--- src/rtl/io_bus_pkg.sv ---
// Shared encodings for the CPU-to-io_ports bus sequencer.
package io_bus_pkg;

  localparam int unsigned IO_ADDR_W = 4;
  localparam int unsigned OP_W      = 2;

  typedef enum logic [OP_W-1:0] {
    OP_READ   = 2'b00,
    OP_WRITE  = 2'b01,
    OP_TOGGLE = 2'b10,
    OP_RSVD   = 2'b11
  } io_op_e;

  typedef enum logic [2:0] {
    ST_IDLE,
    ST_RD,
    ST_WR,
    ST_TW,
    ST_RESP,
    ST_SETTLE
  } io_state_e;

  // Request header as latched at acceptance.
  typedef struct packed {
    io_op_e                 op;
    logic [IO_ADDR_W-1:0]   addr;
  } io_req_hdr_t;

  // A request is rejected without a bus cycle for a reserved op or an unmapped port.
  function automatic logic is_bad_req(input io_req_hdr_t hdr, input int unsigned num_ports);
    return (hdr.op == OP_RSVD) || (32'(hdr.addr) >= num_ports);
  endfunction

endpackage

--- src/rtl/io_settle_timer.sv ---
// Post-write settle counter: loads SETTLE_CYCLES-1 and counts down to zero.
module io_settle_timer
  import io_bus_pkg::*;
#(
  parameter int unsigned SETTLE_CYCLES = 2
) (
  input  logic clk,
  input  logic rst_n,
  input  logic load,
  output logic done_c
);

  localparam int unsigned CNT_W    = (SETTLE_CYCLES > 0) ? $clog2(SETTLE_CYCLES + 1) : 1;
  localparam int unsigned LOAD_VAL = (SETTLE_CYCLES > 0) ? SETTLE_CYCLES - 1 : 0;

  logic [CNT_W-1:0] count_q;

  always_ff @(posedge clk or negedge rst_n) begin
    if (!rst_n) begin
      count_q <= '0;
    end else if (load) begin
      count_q <= CNT_W'(LOAD_VAL);
    end else if (count_q != '0) begin
      count_q <= count_q - CNT_W'(1);
    end
  end

  assign done_c = (count_q == '0);

endmodule

--- src/rtl/io_bus_ctrl.sv ---
// Sequences one CPU I/O request at a time into a timed io_ports bus cycle and
// returns the result over a valid/ready response channel.
module io_bus_ctrl
  import io_bus_pkg::*;
#(
  parameter int unsigned BITS          = 16,
  parameter int unsigned NUM_PORTS     = 4,
  parameter int unsigned SETTLE_CYCLES = 2
) (
  input  logic                 clk,
  input  logic                 rst_n,
  input  logic                 req_valid,
  output logic                 req_ready,
  input  logic [OP_W-1:0]      req_op,
  input  logic [IO_ADDR_W-1:0] req_addr,
  input  logic [BITS-1:0]      req_wdata,
  output logic                 rsp_valid,
  input  logic                 rsp_ready,
  output logic [BITS-1:0]      rsp_rdata,
  output logic                 rsp_err,
  output logic                 io_en,
  output logic                 io_r_or_w,
  output logic [IO_ADDR_W-1:0] io_addr,
  output logic [BITS-1:0]      io_wdata,
  input  logic [BITS-1:0]      io_rdata
);

  localparam bit HAS_SETTLE = (SETTLE_CYCLES > 0);

  io_state_e            state_q, state_d;
  io_req_hdr_t          hdr_q, hdr_d;
  io_req_hdr_t          req_hdr_c;
  logic                 wrote_q, wrote_d;
  logic                 req_ready_q, req_ready_d;
  logic                 rsp_valid_q, rsp_valid_d;
  logic [BITS-1:0]      rsp_rdata_q, rsp_rdata_d;
  logic                 rsp_err_q, rsp_err_d;
  logic                 io_en_q, io_en_d;
  logic                 io_r_or_w_q, io_r_or_w_d;
  logic [IO_ADDR_W-1:0] io_addr_q, io_addr_d;
  logic [BITS-1:0]      io_wdata_q, io_wdata_d;
  logic                 settle_load_c;
  logic                 settle_done_c;

  assign req_hdr_c = '{op: io_op_e'(req_op), addr: req_addr};

  io_settle_timer #(
    .SETTLE_CYCLES (SETTLE_CYCLES)
  ) u_settle_timer (
    .clk    (clk),
    .rst_n  (rst_n),
    .load   (settle_load_c),
    .done_c (settle_done_c)
  );

  // State and registered outputs.
  always_ff @(posedge clk or negedge rst_n) begin
    if (!rst_n) begin
      state_q     <= ST_IDLE;
      hdr_q       <= '{op: OP_READ, addr: '0};
      wrote_q     <= 1'b0;
      req_ready_q <= 1'b0;
      rsp_valid_q <= 1'b0;
      rsp_rdata_q <= '0;
      rsp_err_q   <= 1'b0;
      io_en_q     <= 1'b0;
      io_r_or_w_q <= 1'b0;
      io_addr_q   <= '0;
      io_wdata_q  <= '0;
    end else begin
      state_q     <= state_d;
      hdr_q       <= hdr_d;
      wrote_q     <= wrote_d;
      req_ready_q <= req_ready_d;
      rsp_valid_q <= rsp_valid_d;
      rsp_rdata_q <= rsp_rdata_d;
      rsp_err_q   <= rsp_err_d;
      io_en_q     <= io_en_d;
      io_r_or_w_q <= io_r_or_w_d;
      io_addr_q   <= io_addr_d;
      io_wdata_q  <= io_wdata_d;
    end
  end

  // Next state and next registered outputs.
  always_comb begin
    state_d       = state_q;
    hdr_d         = hdr_q;
    wrote_d       = wrote_q;
    req_ready_d   = 1'b0;
    rsp_valid_d   = rsp_valid_q;
    rsp_rdata_d   = rsp_rdata_q;
    rsp_err_d     = rsp_err_q;
    io_en_d       = 1'b0;
    io_r_or_w_d   = io_r_or_w_q;
    io_addr_d     = io_addr_q;
    io_wdata_d    = io_wdata_q;
    settle_load_c = 1'b0;

    unique case (state_q)
      ST_IDLE: begin
        req_ready_d = 1'b1;
        if (req_valid && req_ready_q) begin
          req_ready_d = 1'b0;
          hdr_d       = req_hdr_c;
          wrote_d     = 1'b0;
          rsp_rdata_d = '0;
          rsp_err_d   = 1'b0;
          if (is_bad_req(req_hdr_c, NUM_PORTS)) begin
            rsp_err_d   = 1'b1;
            rsp_valid_d = 1'b1;
            state_d     = ST_RESP;
          end else begin
            io_en_d   = 1'b1;
            io_addr_d = req_addr;
            if (req_hdr_c.op == OP_WRITE) begin
              io_r_or_w_d = 1'b1;
              io_wdata_d  = req_wdata;
              wrote_d     = 1'b1;
              state_d     = ST_WR;
            end else begin
              io_r_or_w_d = 1'b0;
              state_d     = ST_RD;
            end
          end
        end
      end

      // io_rdata was registered by io_ports on the falling edge of this cycle.
      ST_RD: begin
        rsp_rdata_d = io_rdata;
        if (hdr_q.op == OP_TOGGLE) begin
          io_en_d     = 1'b1;
          io_r_or_w_d = 1'b1;
          io_addr_d   = hdr_q.addr;
          io_wdata_d  = {{(BITS-1){1'b0}}, ~io_rdata[0]};
          wrote_d     = 1'b1;
          state_d     = ST_TW;
        end else begin
          io_r_or_w_d = 1'b0;
          rsp_valid_d = 1'b1;
          state_d     = ST_RESP;
        end
      end

      ST_WR, ST_TW: begin
        io_r_or_w_d = 1'b0;
        io_wdata_d  = '0;
        rsp_valid_d = 1'b1;
        state_d     = ST_RESP;
      end

      ST_RESP: begin
        if (rsp_ready) begin
          rsp_valid_d = 1'b0;
          if (wrote_q && HAS_SETTLE) begin
            settle_load_c = 1'b1;
            state_d       = ST_SETTLE;
          end else begin
            req_ready_d = 1'b1;
            state_d     = ST_IDLE;
          end
        end
      end

      ST_SETTLE: begin
        if (settle_done_c) begin
          req_ready_d = 1'b1;
          state_d     = ST_IDLE;
        end
      end

      default: state_d = ST_IDLE;
    endcase
  end

  assign req_ready = req_ready_q;
  assign rsp_valid = rsp_valid_q;
  assign rsp_rdata = rsp_rdata_q;
  assign rsp_err   = rsp_err_q;
  assign io_en     = io_en_q;
  assign io_r_or_w = io_r_or_w_q;
  assign io_addr   = io_addr_q;
  assign io_wdata  = io_wdata_q;

endmodule
--- config.mk ---
export PLATFORM = sky130hd
export DESIGN_NAME = io_bus_ctrl
export DESIGN_NICKNAME = d
export VERILOG_FILES = /design/src/rtl/io_bus_pkg.sv /design/src/rtl/io_settle_timer.sv /design/src/rtl/io_bus_ctrl.sv
export SDC_FILE = /design/constraint.sdc
export NUM_CORES = 1
export LEC_CHECK = 0
export CORE_MARGIN = 1.5
export CORE_UTILIZATION = 45
export DETAILED_ROUTE_END_ITERATION = 8
export GPL_ROUTABILITY_DRIVEN = 0
export GPL_TIMING_DRIVEN = 0
export PLACE_DENSITY = 0.91
export SETUP_SLACK_MARGIN = 0.5
export SLEW_MARGIN = 20
export SYNTH_ARGS = -nofsm -noshare
export SYNTH_HDL_FRONTEND = slang
export SYNTH_SLANG_ARGS = --single-unit
--- constraint.sdc ---
create_clock -name clk -period 2.5 [get_ports clk]
set_input_delay 0.375 -clock clk [delete_from_list [all_inputs] [get_ports clk]]
set_output_delay 0.375 -clock clk [all_outputs]
set_load 0.005 [all_outputs]
== Word level (Yosys, flattened, before mapping) ==
Index checks and enable logic that the tools add are counted.
Word-level totals
  register bits: 53
  bits in latches: 0
  RAM bits: 0
  bits in read-only memories: 0
  bits of input ports: 42
  output and inout bits: 41
  memories: 0
Cells by class
  add/sub/neg operators: 1
  multiply operators: 0
  divide/modulo/power cells: 0
  magnitude comparators: 1
  equal/unequal tests: 16
  shift-type cells: 0
  muxes and demuxes: 47
  bitwise logic cells: 1
  reductions and logical operators: 18
Operator list (number)
  $mux W16: 5
  $pmux W16 S3: 1
  $pmux W16 S2: 1
  $mux W1: 21
  $mux W3: 6
  $ne A2 B2 Y1 const B: 8
  $pmux W3 S5: 1
  $mux W4: 3
  $reduce_and A5 Y1: 2
  $reduce_and A3 Y1: 3
  $pmux W4 S2: 1
  $eq A3 B2 Y1 const B: 2
  $eq A3 B3 Y1 const B: 2
  $mux W2: 3
  $pmux W1 S3: 2
  $reduce_bool A2 Y1: 3
  $eq A2 B2 Y1 const B: 2
  $ge A4 B3 Y1 const B: 1
  $pmux W1 S2: 2
  $pmux W1 S4: 1
  $reduce_and A2 Y1: 2
  $reduce_and A4 Y1: 1
  $reduce_bool A4 Y1: 1
  $eq A3 B1 Y1 const B: 1
  9 further kinds: 9

== Logic depth before layout (Yosys ltp) ==
  depth after elaboration: 5
  depth in mapped cells: 6
  mapped depth without buffers: 5

== By module ==
Synthesis repeated with hierarchy kept, for this count alone.
Second synthesis, totals
  cells, all modules: 207
  area total of the unflattened synthesis: 2402.3 sq um
By module, submodules not included
  io_bus_ctrl: times used 1, cells an instance 198, area an instance 2303.5 sq um, sequential area each 1276.2 sq um
  io_settle_timer: times used 1, cells an instance 9, area an instance 98.8 sq um, sequential area each 50.0 sq um

== Worst setup path before layout ==
Ideal clock, no wire load.
  path kind: reg2reg
  from: register state_q[1]
  to: register io_addr_q[1] (netlist: io_addr[1])
  library setup time: 0.125 ns
  arrival: 1.685 ns
  required time: 2.375 ns
  setup slack: 0.691 ns
  stages on the path, launching flop included: 6
  clock period less this slack: 1.809 ns
  cells stage by stage: dfrtp_1 buf_2 nor3b_2 clkbuf_1 mux2_2 mux2_2
Between the ends
  cells in the longest elaborated chain, start to end: 3
  elaborated cells on any way between the ends: 8
  classes of those cells: eq/ne (4); mux (1); reduce/logical (3)
Ends and longest elaborated chain
  from (decl): RTL line io_bus_ctrl.sv:30  | io_state_e state_q, state_d;
  from (signal assigned): RTL line io_bus_ctrl.sv:71  | state_q <= state_d;
  $eq A3 B1 Y1 or $logic_not A3 Y1 (tied branches): RTL line io_bus_ctrl.sv:100  | unique case (state_q)
  $ne A2 B2 Y1 (no source line) or $reduce_bool A2 Y1 (tied branches)
  $reduce_and A4 Y1 (no source line)
  to (signal assigned): RTL line io_bus_ctrl.sv:80  | io_addr_q <= io_addr_d;
  to (decl): RTL line io_bus_ctrl.sv:40  | logic [IO_ADDR_W-1:0] io_addr_q, io_addr_d;
Parallel ways exist; a longest one is shown, timed or not.
A chain may end at the register's enable or synchronous reset.

== Worst setup path in the final report ==
Same ends and word-level chain as after synthesis.

==> reports/metrics.cfg <==
[run_status]
status = finished, final reports clean

[timing]
drv_slew = 0
fin_skew_ps = 8.13
fmax_mhz = 502
finalHoldViolCount = 0
rsz0062_at_grt = no
layout_min_cycle_time_ps = 1990
maxSlewHeadroom_pct = 54.9
worst-slew-pin-transition_ps = 672
setup_violations = 0
fin_crit_sh_pct = 79.6

[clocking]
worstSkewPairLatency_ps = 300
cts_tree = done
cts_buffer_depth = 2
h-tree-depth = 2
cts_sinks = 53
cts_root_buffer = clkbuf_8
hold_buffers = 0
cts_buffers = 5
clkTransAtPathRegs_ps = 90

[synthesis]
avgSynthCellArea_um2 = 10.4
postSynthNetCount = 274
synthCells = 231
netlist.area_leader.share_pct = 55.2
synth_seq_cells = 53
synth_cell_types = 35
yosysWarnings = 0
yosysTopAreaCell = dfrtp_1
yosys-top-cells-area = dfrtp_1, nand2_1, mux2_2, mux2i_1, o21ai_0
synth_area_mm2 = 0.00240
synth_seq_area_share_pct = 55.2

[routing]
final_antenna_net_count = 0
drtIter0Drc = 125
vias_per_cell = 5.22
wl_per_cell_um = 15.8
drc = 0
drtPass1Iterations = 4
vias = 2073
wirelength_mm = 6.28

[power_and_ir_drop]
peakVddDrop_mv = 0.446
p_total_mw = 3.77
power_density_mw_per_mm2 = 1070
p_leak_nw = 1.56

[floorplanning]
pin_count = 83
core-area_mm2 = 0.00514
die_area_mm2 = 0.00579
die_w_um = 76.1
initial_utilization_pct = 46.7
fp.dieH_um = 76.1
rows = 26

[cells_and_area]
antennaDiodeCount = 0
drive_gt1_share_pct = 14.1
synthToLayoutAreaGrowth_pct = 46.2
layout_commonest_cell = clkdlybuf4s50_1
design_area_mm2 = 0.00351
final_nets = 370
final_cell_mix = clkdlybuf4s50_1, nand2_1, dfrtp_1

[placed_design]
postPlaceCellArea_mm2 = 0.00331
place.port_buffers = 82
dpl.hpwl_mm = 4.49

[global_routing]
grt_remaining_overflow = 0
antenna_found_initial = 0
track_usage_pct = 21.5
grt_max_degree = 54
use_met2_pct = 36.6
grt_pass1_vias = 2021
use_met1_pct = 27.6
grt_pass1_wl_mm = 9.95
busiest_layer = met2
grt.met3_usage_pct = 5.27

[worst_setup_path]
critical_path_required_ps = 2690
cp.arrival_ps = 2180
end_kind = flop
worstSetupStartpointType = flop
worst-path-max-fanout = 10
worstSetupPathType = flop to flop

[flow_run]
maxCapViolations = 0

[hold_path]
holdCritPathClass = input port to asynchronous set/reset pin

==> synth_stat cells, drive strengths merged <==
| cell type | count |
|---|---|
| dfrtp | 53 |
| nand2 | 53 |
| inv | 21 |
| o21ai | 20 |
| mux2i | 16 |
| mux2 | 15 |
| a21oi | 9 |
| clkbuf | 8 |
| nor2 | 7 |
| buf | 3 |
| nand2b | 3 |
| a32o | 2 |
| nand3 | 2 |
| a211o | 1 |
| a211oi | 1 |
| a21boi | 1 |
| a221oi | 1 |
| a22o | 1 |
| a311oi | 1 |
| a31o | 1 |
| and3 | 1 |
| ha | 1 |
| nor2b | 1 |
| nor3b | 1 |
| nor4 | 1 |
| nor4b | 1 |
| o22a | 1 |
| o22ai | 1 |
| o2bb2ai | 1 |
| o41ai | 1 |
| or3b | 1 |
| xor2 | 1 |
==> critical path, stage by stage (launching register included) <==
cell,delay [ps]
dfrtp_1,360
buf_2,190
nor3b_2,400
clkbuf_4,310
mux2_2,360
mux2_2,270
==> power by group <==
part           switching (mW)  internal (mW)
logic                   0.799           1.02
registers               0.221           1.25
clock network           0.258          0.219
==> metrics by stage <==
step / hold slack, ps / util [%] / setup TNS (ps) / instances / setup slack [ps]
global placement: 483 / 64.4 / -24750 / 383 / -469
detailed placement: 451 / 64.4 / -1.26 / 383 / -1.14
CTS: 115 / 66.5 / 0 / 392 / 455
global route: 148 / 68.3 / 0 / 397 / 452
finish: 98.9 / 68.3 / 0 / 397 / 509
floorplan: 79.4 / - / 0 / 231 / 691
==> cell families (layout without fill, tap and decap cells) <==
kind of cell	after synthesis	count (layout)	share of synthesized area, %
buffers and inverters	32	128	5.57
AND/OR/NAND/NOR	71	71	13.5
XOR/XNOR	1	1	0.365
multiplexers	31	31	13.7
flip-flops	53	53	55.2
AO/OA/AOI/OAI	42	42	11.1
adder cells (fa/ha/maj)	1	1	0.521
==> flip-flops by register name, summed over array words and instances, names as in the netlist <==
signal,cells
hdr_q,6
io_addr,4
io_en,1
io_r_or_w,1
io_wdata,16
req_ready,1
rsp_err,1
rsp_rdata,16
rsp_valid,1
state_q,3
u_settle_timer.count_q,2
wrote_q,1
==> final timing paths <==
check	startpoint	end	slack, ps	cells after the start
worst max-delay path	state_q[1]$_DFFE_PN0P_	io_addr[1]$_DFFE_PN0P_	510	5
worst min-delay path	rst_n	rsp_rdata[3]$_DFFE_PN0P_	100	1
worst max register to register	state_q[1]$_DFFE_PN0P_	io_addr[1]$_DFFE_PN0P_	510	5
worst min register to register	hdr_q[3]$_DFFE_PN0P_	hdr_q[3]$_DFFE_PN0P_	510	1
max in group asynchronous	rst_n	rsp_valid$_DFFE_PN0P_	1970	1
min in group clk	req_op[0]	hdr_q[4]$_DFFE_PN0P_	440	2
==> layer usage <==
layer	up-vias	part of all wire [%]
met5	-	0
met4	0	1.5
met3	9	6.0
met2	88	50
met1	1010	42
li1	966	-
==> repair_timing <==
item,in CTS,in global routing
pin swaps,1,3
endpoints found under the setup margin,24,30
resized for setup,2,16
setup buffers,2,4
gates cloned,0,1
==> area by class of cell <==
type / count / area [µm²]
inverters: 21 / 78.8
clock inverters: 1 / 7.51
plain buffers: 11 / 62.6
repair buffers: 89 / 902
flip-flops and latches: 53 / 1330
well taps: 70 / 87.6
multi-input cells: 146 / 965
clock buffers: 6 / 82.6
fillers: 368 / 1630
Note: power is estimated with default switching activity, not from simulation.
